File: config.mk
export PLATFORM = sky130hd
export DESIGN_NAME = uart_rx_capture
export DESIGN_NICKNAME = d
export VERILOG_FILES = /design/src/rtl/uart_rx_pkg.sv /design/src/rtl/uart_rx_fifo.sv /design/src/rtl/uart_rx_capture.sv
export SDC_FILE = /design/constraint.sdc
export NUM_CORES = 1
export LEC_CHECK = 0
export BUFFER_PORTS_ARGS = -buffer_cell sky130_fd_sc_hd__buf_2
export CORE_ASPECT_RATIO = 1.4
export CORE_MARGIN = 2
export CORE_UTILIZATION = 50
export DETAILED_ROUTE_END_ITERATION = 8
export PLACE_DENSITY = 0.69
export SYNTH_ARGS = -nofsm -noshare
export SYNTH_HDL_FRONTEND = slang
export SYNTH_SLANG_ARGS = --single-unit
File: constraint.sdc
create_clock -name clk -period 2.8 [get_ports clk]
set_input_delay 0.56 -clock clk [delete_from_list [all_inputs] [get_ports clk]]
set_output_delay 0.56 -clock clk [all_outputs]
set_load 0.03 [all_outputs]
File: src/rtl/uart_rx_pkg.sv
// Shared types and helpers for the 8N1 UART receive path.
package uart_rx_pkg;

  // Receiver FSM states
  typedef enum logic [2:0] {
    IDLE      = 3'd0,
    START     = 3'd1,
    DATA      = 3'd2,
    STOP      = 3'd3,
    WAIT_IDLE = 3'd4
  } rx_state_e;

  // Data bits per 8N1 frame
  localparam int BITS_PER_FRAME = 8;

  // Counter value at which a bit cell is sampled (integer division intended)
  function automatic int mid_point(input int clks_per_bit);
    return clks_per_bit / 2 - 1;
  endfunction

endpackage

File: src/rtl/uart_rx_fifo.sv
// First-word-fall-through synchronous FIFO with push/pop/clear.
// Pointers carry one extra wrap bit so full/empty come from an MSB compare.
module uart_rx_fifo #(
  parameter int DEPTH = 16,
  parameter int WIDTH = 8
) (
  input  logic                     clk,
  input  logic                     rst,
  input  logic                     clr,
  input  logic                     push,
  input  logic [WIDTH-1:0]         push_data,
  input  logic                     pop,
  output logic [WIDTH-1:0]         data,
  output logic                     full,
  output logic                     empty,
  output logic                     push_ok,
  output logic [$clog2(DEPTH):0]   level
);

  localparam int AW = $clog2(DEPTH);

  logic [WIDTH-1:0] mem [DEPTH];
  logic [AW:0]      wr_ptr_reg;
  logic [AW:0]      rd_ptr_reg;
  logic             pop_ok;

  assign empty = (wr_ptr_reg == rd_ptr_reg);
  assign full  = (wr_ptr_reg[AW] != rd_ptr_reg[AW]) &&
                 (wr_ptr_reg[AW-1:0] == rd_ptr_reg[AW-1:0]);

  // A pop needs data present; a push into a full FIFO only lands if a pop
  // frees the slot in the same cycle. clr discards both.
  assign pop_ok  = pop & ~empty & ~clr;
  assign push_ok = push & ~clr & (~full | pop_ok);

  assign level = wr_ptr_reg - rd_ptr_reg;

  // Head byte falls through; forced to 0 when empty so reset reads as 0
  assign data = empty ? '0 : mem[rd_ptr_reg[AW-1:0]];

  // Pointer update; clear returns both pointers to the origin
  always_ff @(posedge clk or posedge rst) begin
    if (rst) begin
      wr_ptr_reg <= '0;
      rd_ptr_reg <= '0;
    end else if (clr) begin
      wr_ptr_reg <= '0;
      rd_ptr_reg <= '0;
    end else begin
      if (push_ok) wr_ptr_reg <= wr_ptr_reg + 1'b1;
      if (pop_ok)  rd_ptr_reg <= rd_ptr_reg + 1'b1;
    end
  end

  // Storage write; contents need no reset because empty masks the head
  always_ff @(posedge clk) begin
    if (push_ok) mem[wr_ptr_reg[AW-1:0]] <= push_data;
  end

endmodule

File: src/rtl/uart_rx_capture.sv
// 8N1 UART receiver feeding a FWFT byte FIFO, with framing-error,
// overflow and end-of-line reporting.
module uart_rx_capture
  import uart_rx_pkg::*;
#(
  parameter int         CLKS_PER_BIT = 32,
  parameter int         FIFO_DEPTH   = 16,
  parameter logic [7:0] EOL_CHAR     = 8'h0A
) (
  input  logic                          clk,
  input  logic                          rst,
  input  logic                          rx_i,
  input  logic                          rx_en_i,
  output logic [7:0]                    data_o,
  output logic                          valid_o,
  input  logic                          ready_i,
  output logic                          eol_o,
  output logic                          frame_err_o,
  output logic                          overflow_o,
  input  logic                          clr_i,
  output logic [$clog2(FIFO_DEPTH):0]   level_o,
  output logic [15:0]                   drop_cnt_o,
  output logic                          busy_o
);

  localparam int CNT_W = $clog2(CLKS_PER_BIT);
  localparam logic [CNT_W-1:0] MID_CNT  = CNT_W'(mid_point(CLKS_PER_BIT));
  localparam logic [CNT_W-1:0] LAST_CNT = CNT_W'(CLKS_PER_BIT - 1);
  localparam logic [2:0]       LAST_BIT = 3'(BITS_PER_FRAME - 1);

  logic            rx_meta_reg;
  logic            rx_s_reg;
  rx_state_e       state_reg, state_next;
  logic [CNT_W-1:0] cnt_reg, cnt_next;
  logic [2:0]      bit_idx_reg, bit_idx_next;
  logic [7:0]      shift_reg, shift_next;
  logic            push_req;
  logic            frame_err_next;
  logic            frame_err_reg;
  logic            eol_reg;
  logic            overflow_reg;
  logic [15:0]     drop_cnt_reg;
  logic            fifo_full;
  logic            fifo_empty;
  logic            fifo_push_ok;

  // Two-flop synchronizer; idles high so reset does not look like a start bit
  always_ff @(posedge clk or posedge rst) begin
    if (rst) begin
      rx_meta_reg <= 1'b1;
      rx_s_reg    <= 1'b1;
    end else begin
      rx_meta_reg <= rx_i;
      rx_s_reg    <= rx_meta_reg;
    end
  end

  // FSM state, bit timer, bit index and shift register
  always_ff @(posedge clk or posedge rst) begin
    if (rst) begin
      state_reg   <= IDLE;
      cnt_reg     <= '0;
      bit_idx_reg <= '0;
      shift_reg   <= '0;
    end else begin
      state_reg   <= state_next;
      cnt_reg     <= cnt_next;
      bit_idx_reg <= bit_idx_next;
      shift_reg   <= shift_next;
    end
  end

  // Next-state logic; push_req fires in the stop-bit sample cycle
  always_comb begin
    state_next     = state_reg;
    cnt_next       = cnt_reg;
    bit_idx_next   = bit_idx_reg;
    shift_next     = shift_reg;
    push_req       = 1'b0;
    frame_err_next = 1'b0;
    case (state_reg)
      IDLE: begin
        cnt_next = '0;
        if (rx_en_i && !rx_s_reg) state_next = START;
      end
      START: begin
        if (cnt_reg == MID_CNT) begin
          cnt_next = '0;
          if (rx_s_reg) begin
            state_next = IDLE;          // start bit did not hold: glitch
          end else begin
            state_next   = DATA;
            bit_idx_next = '0;
          end
        end else begin
          cnt_next = cnt_reg + 1'b1;
        end
      end
      DATA: begin
        if (cnt_reg == LAST_CNT) begin
          cnt_next   = '0;
          shift_next = {rx_s_reg, shift_reg[7:1]};   // LSB arrives first
          if (bit_idx_reg == LAST_BIT) state_next = STOP;
          else bit_idx_next = bit_idx_reg + 1'b1;
        end else begin
          cnt_next = cnt_reg + 1'b1;
        end
      end
      STOP: begin
        if (cnt_reg == LAST_CNT) begin
          cnt_next = '0;
          if (rx_s_reg) begin
            push_req   = 1'b1;
            state_next = IDLE;
          end else begin
            frame_err_next = 1'b1;
            state_next     = WAIT_IDLE;   // ride out a break before rearming
          end
        end else begin
          cnt_next = cnt_reg + 1'b1;
        end
      end
      WAIT_IDLE: begin
        if (rx_s_reg) state_next = IDLE;
      end
      default: begin
        state_next = IDLE;
        cnt_next   = '0;
      end
    endcase
  end

  uart_rx_fifo #(
    .DEPTH (FIFO_DEPTH),
    .WIDTH (8)
  ) u_fifo (
    .clk       (clk),
    .rst       (rst),
    .clr       (clr_i),
    .push      (push_req),
    .push_data (shift_reg),
    .pop       (ready_i),
    .data      (data_o),
    .full      (fifo_full),
    .empty     (fifo_empty),
    .push_ok   (fifo_push_ok),
    .level     (level_o)
  );

  // Status pulses and sticky overflow bookkeeping
  always_ff @(posedge clk or posedge rst) begin
    if (rst) begin
      frame_err_reg <= 1'b0;
      eol_reg       <= 1'b0;
      overflow_reg  <= 1'b0;
      drop_cnt_reg  <= '0;
    end else begin
      frame_err_reg <= frame_err_next;
      eol_reg       <= fifo_push_ok && (shift_reg == EOL_CHAR);
      if (clr_i) begin
        overflow_reg <= 1'b0;
        drop_cnt_reg <= '0;
      end else if (push_req && !fifo_push_ok) begin
        overflow_reg <= 1'b1;
        if (drop_cnt_reg != 16'hFFFF) drop_cnt_reg <= drop_cnt_reg + 1'b1;
      end
    end
  end

  assign valid_o     = ~fifo_empty;
  assign eol_o       = eol_reg;
  assign frame_err_o = frame_err_reg;
  assign overflow_o  = overflow_reg;
  assign drop_cnt_o  = drop_cnt_reg;
  assign busy_o      = (state_reg != IDLE);

endmodule

==> Flow_metrics.wiki, run 1 <==
{| class="wikitable"
! Metric !! Value
|-
| Result of the run || complete, no violations
|-
| Most used flip-flop cell after synthesis || edfxtp_1
|-
| Worst supply voltage drop on vdd || 0.000389 V
|-
| Pre-CTS worst setup slack || 0.0573 ns
|-
| Clock tree from TritonCTS || built
|-
| Switching share of total power || 21.3%
|-
| Worst hold margin || roughly 0.18 ns
|-
| Number of input and output port buffers inserted || 39
|-
| Critical setup path kind || reg2out
|-
| Cells after synthesis || 487
|-
| WL/cell || between 20 and 25 um
|-
| Power per Cell Area || roughly 600 nW/um2
|-
| Wire length of the first global-routing pass || approximately 24000 um
|-
| Area share of the largest cell type after synthesis || between 40% and 50%
|-
| Synth-to-layout area growth || 19.5%
|-
| Kind of start point of the critical path || flop
|-
| Path type of the worst min-delay path || in2async
|-
| Met3 Wirelength || 659 um
|-
| Clock insertion delay at the later pin of the skew report || 0.42 ns
|-
| Kind of end point of the critical path || output pin
|-
| Unrepaired setup endpoints after global routing || true
|-
| Clock Sink Count || 178
|-
| Share of power burned in combinational logic || around 4.2%
|-
| RePlAce Congestion || 0.836
|-
| Part of the total power dissipated in sequential elements || 52.4%
|-
| Max-cap violations || 0
|-
| Reported leakage power || 3.35 nW
|-
| Sequential-to-total area share from yosys stat || 66.1%
|-
| Routed Wire Length || 15800 um
|-
| Die span in y || ~150 um
|-
| Largest fanout on the critical path || 11
|-
| Residual DRC || 0
|-
| Internal portion of total power || 0.00436 W
|-
| Width of the chip || 109 um
|-
| Count of nets left with antenna violations after detail routing || 0
|-
| Number of failing setup endpoints in the final timing report || 0
|-
| Topmost layer with routed signal wires || met4
|-
| Dominant cells by area after synthesis || edfxtp_1 (50%), dfrtp_1 (16%), mux4_2 (9.3%)
|-
| Share of the clock period used by the worst path after layout || 99.4%
|-
| Antenna diode instance count || 0
|-
| Number of global-route vias before repair || 4499
|-
| 1st-pass router iterations || 4
|-
| Final global-route overflow total || 0
|-
| Share of post-route cells with drive strength above 1 || 34.9%
|-
| Net count of the mapped netlist || slightly above 500
|-
| Clock network power share || 43.4%
|-
| Number of max-slew violations in the final report || 0
|-
| Routed vias || 4334
|-
| Flip-flop count of the largest register, all copies and words added || 128
|-
| Number of enable flip-flop cells after synthesis || 128
|-
| Fin nets || 572
|-
| Clock Skews || 0.00970 ns
|-
| Top cells by instance count after synthesis || edfxtp_1 (128), dfrtp_1 (48), mux4_2 (32)
|-
| Worst R2R Path Depth || 8
|-
| Leading cell type by number of instances after synthesis || edfxtp_1
|-
| Actual transition at the worst max-transition pin || 0.805 ns
|-
| CTS root buffer || clkbuf_16
|-
| Boundary pin count || 40
|-
| Critical path data required time || 2.24 ns
|-
| Initial standard-cell utilization of the core || approximately half
|-
| Count of cell types in the netlist || 56
|-
| Crit Reg-Reg Endpoint || u_fifo.mem[13][4]$_DFFE_PP_
|-
| Antenna violations before repair || 0
|-
| Maximum number of pins on one net before global-route repair || 37
|-
| Clock Pin Slew Worst Setup and Hold Paths || roughly 0.070 ns
|-
| NetSw || 0.00118 W
|-
| Max H-tree Level || 4
|-
| Post-synth design cell area || 7720 um2
|-
| Met1 Wirelength || ~6400 um
|-
| Data arrival time at the worst-slack endpoint || 2.22 ns
|-
| Area of the core || 15100 um2
|-
| Via density per instance || 5.75
|-
| Maximum clock rate || approximately 360 MHz
|-
| Post-synthesis cell type with the largest combined area || edfxtp_1
|-
| Worst r2r src || cnt_reg[0]$_DFFE_PP0P_
|-
| Internal reg-to-reg setup slack || 0.14 ns
|-
| Final-report hold violation count || 0
|-
| Clock buffers created by TritonCTS || 17
|-
| Post-cts hold buffer count || 0
|-
| Async SR Flop Fraction || 28.1%
|-
| Synth warn || 0
|-
| # rows || 53
|-
| Fill cell instance count of the final layout || 1082
|-
| Number of synthesized register bits || 178
|-
| Mean Syn Cell Area || 15.8 um2
|-
| Total Die Area || around 16000 um2
|-
| Minimum clock period after layout || 2.78 ns
|-
| DPL Wire Length || slightly above 10000 um
|-
| Number of buffers on the longest clock path || 2
|-
| Final worst-path setup slack || 0.0161 ns
|-
| Aggregate global-route resource usage || 19.9%
|-
| Worst slew margin relative to its limit || 45.9%
|-
| Number of DRC markers in iteration 0 || 311
|-
| Sum of met2 wire segment lengths after detailed routing || 8510 um
|}
## how the worst max path moves through the flow
stage                                           from                    endpoint  slack (ns)
floorplan           u_fifo.rd_ptr_reg[1]$_DFFE_PP0P_                   data_o[0]        0.02
global placement              cnt_reg[0]$_DFFE_PP0P_  u_fifo.mem[5][3]$_DFFE_PP_        0.18
detailed placement            cnt_reg[0]$_DFFE_PP0P_  u_fifo.mem[5][5]$_DFFE_PP_        0.06
CTS                 u_fifo.rd_ptr_reg[0]$_DFFE_PP0P_                   data_o[2]       0.002
global route        u_fifo.rd_ptr_reg[0]$_DFFE_PP0P_                   data_o[2]       -0.03
finish              u_fifo.rd_ptr_reg[0]$_DFFE_PP0P_                   data_o[4]        0.02
## cell type report
class | count | area (um2) | share of cell area (%)
well taps | 192 | 240 | 2.60
multi-input cells | 273 | 2750 | 29.8
clock inverters | 14 | 179 | 1.94
repair buffers | 63 | 468 | 5.07
clock buffers | 18 | 429 | 4.65
inverters | 16 | 60.1 | 0.651
flip-flops and latches | 178 | 5100 | 55.3
## stage by stage
step / total power, W / cells / setup TNS (ns) / util, % / cell area [um2]
floorplan: 0.00313 / 487 / 0 / - / 7850
global placement: 0.00318 / 717 / 0 / 55.6 / 8360
detailed placement: 0.00320 / 717 / 0 / 55.6 / 8360
CTS: 0.00559 / 750 / 0 / 60.1 / 9040
global route: 0.00574 / 754 / -0.184 / 61.3 / 9220
finish: 0.00555 / 754 / 0 / 61.3 / 9220
## power groups by stage
stage | Combinational [W] | Clock (W) | Sequential [W]
3_3_place_gp | 0.000222 | 0 | 0.00296
4_1_cts | 0.000238 | 0.00244 | 0.00291
3_5_place_dp | 0.000235 | 0 | 0.00296
5_1_grt | 0.000269 | 0.00255 | 0.00292
6_report | 0.000232 | 0.00241 | 0.00291
2_1_floorplan | 0.000198 | 0 | 0.00293
## metal layers
layer  global-route usage, %  vias up
li1                        -     2007
met4                    6.09        0
met3                    3.49       16
met2                    34.3      115
met5                       0        -
met1                    25.7     2196
## critical path, stage by stage, from the launching register on
cell	delay, ns
dfrtp_2	0.48
clkbuf_16	0.23
mux4_2	0.55
mux2i_2	0.26
o22ai_4	0.10
buf_4	0.18
## placed cells by master (no fill, tap or decap), types with 5 or more instances in the layout
cell type,n
o21ai_0,14
o22ai_4,8
and2_2,10
nor2_1,24
xor2_1,10
mux2i_2,10
inv_1,13
nor3_1,5
edfxtp_1,128
buf_2,34
clkbuf_16,19
nand4_1,7
and3_1,5
mux4_2,32
buf_4,23
or4_1,5
mux2_2,13
xnor2_1,7
dfrtp_1,45
and2_1,6
nand2_1,21
ha_1,14
nand3_1,11
a21oi_1,13
## kinds of logic (layout without fill, tap and decap cells)
| kind of cell | after synthesis | count (layout) | share of synthesized area, % |
|---|---|---|---|
| xor gates and xnor gates | 17 | 17 | 1.93 |
| muxes | 63 | 63 | 13.6 |
| adders and majority gates | 17 | 17 | 2.85 |
| AOI/OAI and AO/OA | 54 | 54 | 4.56 |
| DFF | 178 | 178 | 66.1 |
| buffers and inverters | 36 | 111 | 1.99 |
| and+or+nand+nor | 122 | 122 | 9.03 |
## repair_timing
item,CTS,global route
gates cloned,0,2
resized for setup,17,31
pin swaps,0,1
setup buffers,1,2
setup endpoints to repair,9,89
No activity file was read; power rests on OpenSTA's default activity.
==> run 2, diff against run 1 <==
--- a/config.mk
+++ b/config.mk
@@ -10,6 +10,7 @@
 export CORE_MARGIN = 2
 export CORE_UTILIZATION = 50
 export DETAILED_ROUTE_END_ITERATION = 8
+export GPL_TIMING_DRIVEN = 0
 export PLACE_DENSITY = 0.69
 export SYNTH_ARGS = -nofsm -noshare
 export SYNTH_HDL_FRONTEND = slang
==> constraint.sdc (replaced) <==
create_clock -name clk -period 2.8 [get_ports clk]
set_input_delay 0.28 -clock clk [delete_from_list [all_inputs] [get_ports clk]]
set_output_delay 0.28 -clock clk [all_outputs]
set_load 0.03 [all_outputs]
==> run 2 against run 1 <==
  * Via count increased by 1.2%
  * Highest routed layer unchanged
  * Power decreased by 2.6%
  * Final cell count increased by 0.40%
  * Critical path type unchanged
  * Sequential cell count unchanged
  * Largest cell class unchanged
==> Flow_metrics.wiki, run 2 (synthesis gave the netlist of run 1 again) <==
{| class="wikitable"
! Metric !! Value
|-
| Result of the run || complete, no violations
|-
| RePlAce Congestion || 0.807
|-
| Wire length of the first global-routing pass || 24500 um
|-
| Max H-tree Level || 4
|-
| Share of power burned in combinational logic || 4.9%
|-
| Overall power after layout || 0.00540 W
|-
| Clock buffers created by TritonCTS || 17
|-
| Kind of start point of the critical path || flop
|-
| Critical path data required time || ~2.5 ns
|-
| Total Die Area || ~16000 um2
|-
| Number of DRC markers in iteration 0 || 257
|-
| Number of buffers on the longest clock path || 2
|-
| Flip-flop count of the largest register, all copies and words added || 128
|-
| Kind of end point of the critical path || output pin
|-
| Met3 Wirelength || approximately 570 um
|-
| Power per Cell Area || 595 nW/um2
|-
| Maximum number of pins on one net before global-route repair || 31
|-
| DPL Wire Length || roughly 11000 um
|-
| Aggregate global-route resource usage || 20.3%
|-
| Final global-route overflow total || 0
|-
| Sum of met2 wire segment lengths after detailed routing || 8270 um
|-
| Minimum clock period after layout || roughly 2.7 ns
|-
| Fin nets || around 580
|-
| Boundary pin count || 40
|-
| Max-cap violations || 0
|-
| Antenna diode instance count || 0
|-
| Share of the clock period used by the worst path after layout || between 90% and 100%
|-
| # rows || between 50 and 60
|-
| Clock insertion delay at the later pin of the skew report || 0.42 ns
|-
| Routed vias || approximately 4400
|-
| Data arrival time at the worst-slack endpoint || 2.44 ns
|-
| Antenna violations before repair || 0
|-
| Largest fanout on the critical path || 10
|-
| CTS root buffer || clkbuf_16
|-
| Number of max-slew violations in the final report || 0
|-
| Unrepaired setup endpoints after global routing || true
|-
| Worst stage delay on the critical path || 0.38 ns
|-
| Switching share of total power || 22.5%
|-
| Maximum clock rate || 368 MHz
|-
| Share of post-route cells with drive strength above 1 || 32.2%
|-
| CP Cell Sequence || clkbuf_8, buf_8, inv_1, ha_1, nand4_4, nand2b_4, buf_8, nand2_8, o22ai_2, buf_6
|-
| Routed Wire Length || 15500 um
|-
| Clock Skews || between 0.008 and 0.009 ns
|-
| Actual transition at the worst max-transition pin || 0.790 ns
|-
| Count of nets left with antenna violations after detail routing || 0
|-
| Clock Pin Slew Worst Setup and Hold Paths || 0.07 ns
|-
| Commonest cells after routing, fill and taps aside || edfxtp_1 (128), dfrtp_1 (47), mux4_2 (32), buf_2 (31), nor2_1 (24)
|-
| Internal portion of total power || 0.00419 W
|-
| Path type of the worst min-delay path || in2reg
|-
| Residual DRC || 0
|-
| NetSw || 0.00121 W
|-
| CP max stage cell || dfrtp_1
|-
| Number of failing setup endpoints in the final timing report || 0
|-
| WL/cell || ~21 um
|-
| Worst slew margin relative to its limit || 47.4%
|-
| Initial standard-cell utilization of the core || about 50%
|-
| Number of input and output port buffers inserted || 39
|-
| Part of the total power dissipated in sequential elements || 53.5%
|-
| Topmost layer with routed signal wires || met4
|-
| Worst supply voltage drop on vdd || 0.000436 V
|-
| Clock Sink Count || 178
|-
| Width of the chip || 109 um
|-
| Reported leakage power || 3.39 nW
|-
| Pre-CTS worst setup slack || -0.634 ns
|-
| Most common cell after layout, fill and taps aside || edfxtp_1
|-
| 1st-pass router iterations || 4
|-
| Area of the core || 15100 um2
|-
| Final worst-path setup slack || 0.0828 ns
|-
| Clock network power share || around two fifths
|-
| Final-report hold violation count || 0
|-
| Sequential cell area || slightly above 5000 um2
|-
| Fill cell instance count of the final layout || 1108
|-
| Critical setup path kind || reg2out
|-
| Crit path top cell by count || buf_8
|-
| Met1 Wirelength || approximately 6500 um
|-
| Number of global-route vias before repair || around 4500
|-
| Die span in y || 151 um
|-
| Worst hold margin || 0.196 ns
|-
| Synth-to-layout area growth || 17.6%
|-
| Via density per instance || 5.80
|-
| Area used by multi-input combinational logic || 2640 um2
|-
| Clock tree from TritonCTS || built
|}
run 2: cell count changes in the layout (fill, tap and decap cells not counted), sizes merged:
cell         previous run  this run
inv                    21        19
clkbuf                 20        29
clkinvlp                4         2
clkinv                  2         7
bufinv                  3         1
buf                    61        54
dlygate4sd3             0         2
run 2: stage by stage:
step	instances	area (um2)	util, %	setup TNS (ns)
after global routing	757	9070	60.3	-0.00527
after detailed placement	719	8230	54.6	-71.20
after CTS	756	8940	59.4	-0.0275
after global placement	718	8210	54.5	-67.66
after floorplan	487	7770	-	0
final	757	9070	60.3	0
run 2: worst paths after layout:
path / start / endpoint / slack, ns / cells after the start
setup / recovery: u_fifo.rd_ptr_reg[1]$_DFFE_PP0P_ / data_o[1] / 0.08 / 10
hold / removal: ready_i / u_fifo.rd_ptr_reg[1]$_DFFE_PP0P_ / 0.20 / 3
setup reg to reg: cnt_reg[0]$_DFFE_PP0P_ / u_fifo.mem[11][0]$_DFFE_PP_ / 0.19 / 8
hold reg to reg: rx_meta_reg$_DFF_PP1_ / rx_s_reg$_DFF_PP1_ / 0.36 / 0
max in group asynchronous: rst / rx_meta_reg$_DFF_PP1_ / 1.80 / 4
min in group asynchronous: rst / drop_cnt_o[7]$_DFFE_PP0P_ / 0.41 / 3
run 2: final cells by class:
cell class,count,area share (%)
flip-flops and latches,178,56.2
multi-input cells,273,29.1
clock buffers,18,4.73
repair buffers,47,3.43
well taps,192,2.65
plain buffers,20,1.75
clock inverters,13,1.43
inverters,16,0.690
run 2: routing by layer:
metal | global-route usage, % | vias up
met5 | 0 | -
met2 | 35.5 | 107
li1 | - | 2016
met3 | 4.39 | 12
met4 | 5.38 | 0
met1 | 25.6 | 2252
run 2: worst max-delay path: cells and delay by family (launching register included):
kind	cells	cell delay, ns
buffers and inverters	5	0.69
AND/OR/NAND/NOR	3	0.39
flip-flops	1	0.38
adder cells (fa/ha/maj)	1	0.33
AO/OA/AOI/OAI	1	0.22
run 2: power groups by stage:
stage / clock (W) / combinational (W) / sequential [W]
after global routing: 0.00239 / 0.000298 / 0.00289
final: 0.00225 / 0.000264 / 0.00289
after floorplan: 0 / 0.000198 / 0.00293
after global placement: 0 / 0.000240 / 0.00294
after detailed placement: 0 / 0.000265 / 0.00294
after CTS: 0.00228 / 0.000267 / 0.00289
run 2: repair_timing:
action                                  4_1_cts  5_1_grt
pin swaps                                     1        1
gates resized for setup                      38       44
buffers inserted                              4        1
hold endpoints to repair                     21        0
hold buffers                                  2        0
cloned                                        0        0
endpoints found under the setup margin      157      129
==> run 3, diff against run 2 <==
--- a/config.mk
+++ b/config.mk
@@ -11,7 +11,7 @@
 export CORE_UTILIZATION = 50
 export DETAILED_ROUTE_END_ITERATION = 8
 export GPL_TIMING_DRIVEN = 0
-export PLACE_DENSITY = 0.69
+export PLACE_DENSITY = 0.66
 export SYNTH_ARGS = -nofsm -noshare
 export SYNTH_HDL_FRONTEND = slang
 export SYNTH_SLANG_ARGS = --single-unit
==> constraint.sdc (replaced) <==
create_clock -name clk -period 2.7 [get_ports clk]
set_input_delay 0.27 -clock clk [delete_from_list [all_inputs] [get_ports clk]]
set_output_delay 0.27 -clock clk [all_outputs]
set_load 0.03 [all_outputs]
==> run 3 against run 2 <==
  * Register-to-register slack got worse by 0.10 ns
  * Via count fell by 0.25%
  * Final cell count rose by 0.66%
  * First-iteration DRC count fell by 18%
  * Setup slack got worse by 0.042 ns
  * Non-clock buffer count rose by 4
  * Critical path depth fell by 4
  * Highest routed layer unchanged
  * Routed wire length rose by 0.73%
==> Flow_metrics.wiki, run 3 (synthesis gave the netlist of run 1 again) <==
{| class="wikitable"
! Metric !! Value
|-
| Flip-flop count of the largest register, all copies and words added || around 130
|-
| Clock Sink Count || about 180
|-
| Number of input and output port buffers inserted || 39
|-
| Critical path data required time || 2.43 ns
|-
| Worst slew margin relative to its limit || 55.1%
|-
| Antenna diode instance count || 0
|-
| Maximum clock rate || approximately 380 MHz
|-
| Share of post-route cells with drive strength above 1 || between 30% and 40%
|-
| Path type of the worst min-delay path || in2reg
|-
| Number of DRC markers in iteration 0 || 211
|-
| Reported leakage power || 3.40 nW
|-
| Worst R2R Path Depth || 8
|-
| Residual DRC || 0
|-
| Boundary pin count || 40
|-
| Kind of end point of the critical path || output pin
|-
| Fill cell instance count of the final layout || 1110
|-
| RePlAce Congestion || 0.819
|-
| Internal portion of total power || approximately 0.0043 W
|-
| Max-cap violations || 0
|-
| Routed vias || ~4400
|-
| Met3 layer usage reported by global route || 4.17%
|-
| HP Start || ready_i
|-
| Routed Wire Length || 15700 um
|-
| Summed area of non-filler cells in the final layout || ~9100 um2
|-
| Synth-to-layout area growth || 18.4%
|-
| Number of failing setup endpoints in the final timing report || 0
|-
| Clock network power share || 41.7%
|-
| Share of the clock period used by the worst path after layout || 98.5%
|-
| Result of the run || complete, no violations
|-
| Minimum clock period after layout || approximately 2.7 ns
|-
| DPL Wire Length || roughly 10000 um
|-
| Width of the chip || 109 um
|-
| Data arrival time at the worst-slack endpoint || between 2 and 2.5 ns
|-
| Total placed instance area || approximately 8200 um2
|-
| CTS root buffer || clkbuf_16
|-
| Maximum number of pins on one net before global-route repair || 30
|-
| Commonest cells after routing, fill and taps aside || edfxtp_1 (128), dfrtp_1 (47), mux4_2 (32), buf_2 (31), nor2_1 (23)
|-
| 1st-pass router iterations || 4
|-
| WL/cell || between 20 and 25 um
|-
| Worst setup path startpoint || u_fifo.rd_ptr_reg[0]$_DFFE_PP0P_
|-
| Worst supply voltage drop on vdd || roughly 0.00042 V
|-
| Die span in y || 151 um
|-
| Total Die Area || 16500 um2
|-
| Kind of start point of the critical path || flop
|-
| Worst stage delay on the critical path || 0.55 ns
|-
| Final global-route overflow total || 0
|-
| Hold EP || u_fifo.rd_ptr_reg[1]$_DFFE_PP0P_
|-
| Part of the total power dissipated in sequential elements || between 50% and 60%
|-
| Count of nets left with antenna violations after detail routing || 0
|-
| CP max stage cell || mux4_2
|-
| Worst r2r src || cnt_reg[0]$_DFFE_PP0P_
|-
| Number of global-route vias before repair || roughly 4400
|-
| Crit Reg-Reg Endpoint || u_fifo.mem[8][0]$_DFFE_PP_
|-
| Initial standard-cell utilization of the core || 51.3%
|-
| Overall power after layout || 0.00560 W
|-
| Critical setup path kind || reg2out
|-
| Switching share of total power || 23.6%
|-
| Clock buffers created by TritonCTS || 17
|-
| Global-route track usage on met2 || between 30% and 40%
|-
| Clock Skews || around 0.012 ns
|-
| NetSw || 0.00132 W
|-
| Wire length of the first global-routing pass || 24400 um
|-
| Clock insertion delay at the later pin of the skew report || 0.43 ns
|-
| Count of cells along the worst hold path || 3
|-
| Number of max-slew violations in the final report || 0
|-
| Clock tree from TritonCTS || built
|-
| Aggregate global-route resource usage || 20.5%
|-
| Crit path top cell by count || buf_6
|-
| Most common cell after layout, fill and taps aside || edfxtp_1
|-
| Actual transition at the worst max-transition pin || 0.663 ns
|-
| Antenna violations before repair || 0
|-
| Internal reg-to-reg setup slack || 0.09 ns
|-
| Max H-tree Level || 4
|-
| Met1 demand-to-capacity share in global routing || 24.9%
|-
| Largest fanout on the critical path || 10
|-
| Number of buffers on the longest clock path || 2
|-
| # rows || 53
|-
| Fin nets || between 500 and 600
|-
| Via density per instance || 5.74
|-
| Final-report hold violation count || 0
|-
| Power per Cell Area || 613 nW/um2
|-
| CP Cell Sequence || buf_6, buf_6, mux4_2, mux2i_2, o22ai_2, buf_4
|-
| Unrepaired setup endpoints after global routing || true
|-
| Area of the core || 15100 um2
|-
| Clock Pin Slew Worst Setup and Hold Paths || roughly 0.070 ns
|-
| Share of power burned in combinational logic || 4.7%
|-
| Final core utilization || 60.7%
|-
| Highest-utilization routing layer at the global route stage || met2
|}
## run 3: cell count changes in the layout (fill, tap and decap cells not counted), sizes merged
| cell | change |
|---|---|
| clkbuf | -2 |
| buf | +5 |
| clkinv | -1 |
| inv | +4 |
| bufinv | -1 |
## run 3: critical path: cells and delay by family, from the launching register on
family	cells	cell delay, ns
flops	1	0.43
compound gates	1	0.14
buf+inv	3	0.57
mux	2	0.83
## run 3: area by class of cell
cell class	count	area, um2	area share [%]
clock inverter	15	144	1.57
sequential	178	5100	55.8
inverter	16	65.1	0.712
clock buffer	17	425	4.66
tap	192	240	2.63
multi-input combinational	273	2670	29.2
timing repair buffer	51	330	3.62
buffer	20	166	1.82
## run 3: power groups by stage
| stage | registers, W | clock network [W] | logic [W] |
|---|---|---|---|
| after floorplan | 0.00304 | 0 | 0.000205 |
| after global placement | 0.00305 | 0 | 0.000249 |
| after detailed placement | 0.00305 | 0 | 0.000268 |
| after CTS | 0.00299 | 0.00238 | 0.000270 |
| after global routing | 0.00301 | 0.00248 | 0.000307 |
| final | 0.00300 | 0.00234 | 0.000265 |
## run 3: timing repair
action | 4_1_cts | 5_1_grt
pin swaps | 1 | 0
hold buffers | 2 | 0
setup endpoints to repair | 160 | 138
endpoints found under the hold margin | 22 | 0
buffers inserted | 7 | 2
cloned | 0 | 0
resized for setup | 73 | 12
## run 3: how the worst max path moves through the flow
| stage | endpoint | slack, ns | depth (start not counted) |
|---|---|---|---|
| floorplan | data_o[0] | -0.005 | 9 |
| CTS | data_o[1] | -0.001 | 6 |
| finish | data_o[5] | 0.04 | 6 |
| detailed placement | u_fifo.mem[7][2]$_DFFE_PP_ | -0.75 | 8 |
| global placement | u_fifo.mem[5][1]$_DFFE_PP_ | -0.62 | 8 |
| global route | u_fifo.mem[7][4]$_DFFE_PP_ | -0.07 | 8 |
## run 3: routing by layer
layer	part of all wire, %	vias to the layer above	wire (um)
li1	-	2028	-
met1	41	2242	6410
met2	54	88	8530
met3	3.0	18	475
met4	1.5	0	235
met5	0	-	0
## run 3: through the flow
step	setup WS, ns	hold WS, ns	TNS [ns]	cells
finish	0.0407	0.186	0	762
global route	-0.0742	0.171	-3.48	762
CTS	-0.00138	0.165	-0.00138	760
detailed placement	-0.754	0.326	-89.07	719
global placement	-0.622	0.347	-75.93	718
floorplan	-0.00466	0.274	-0.0326	487
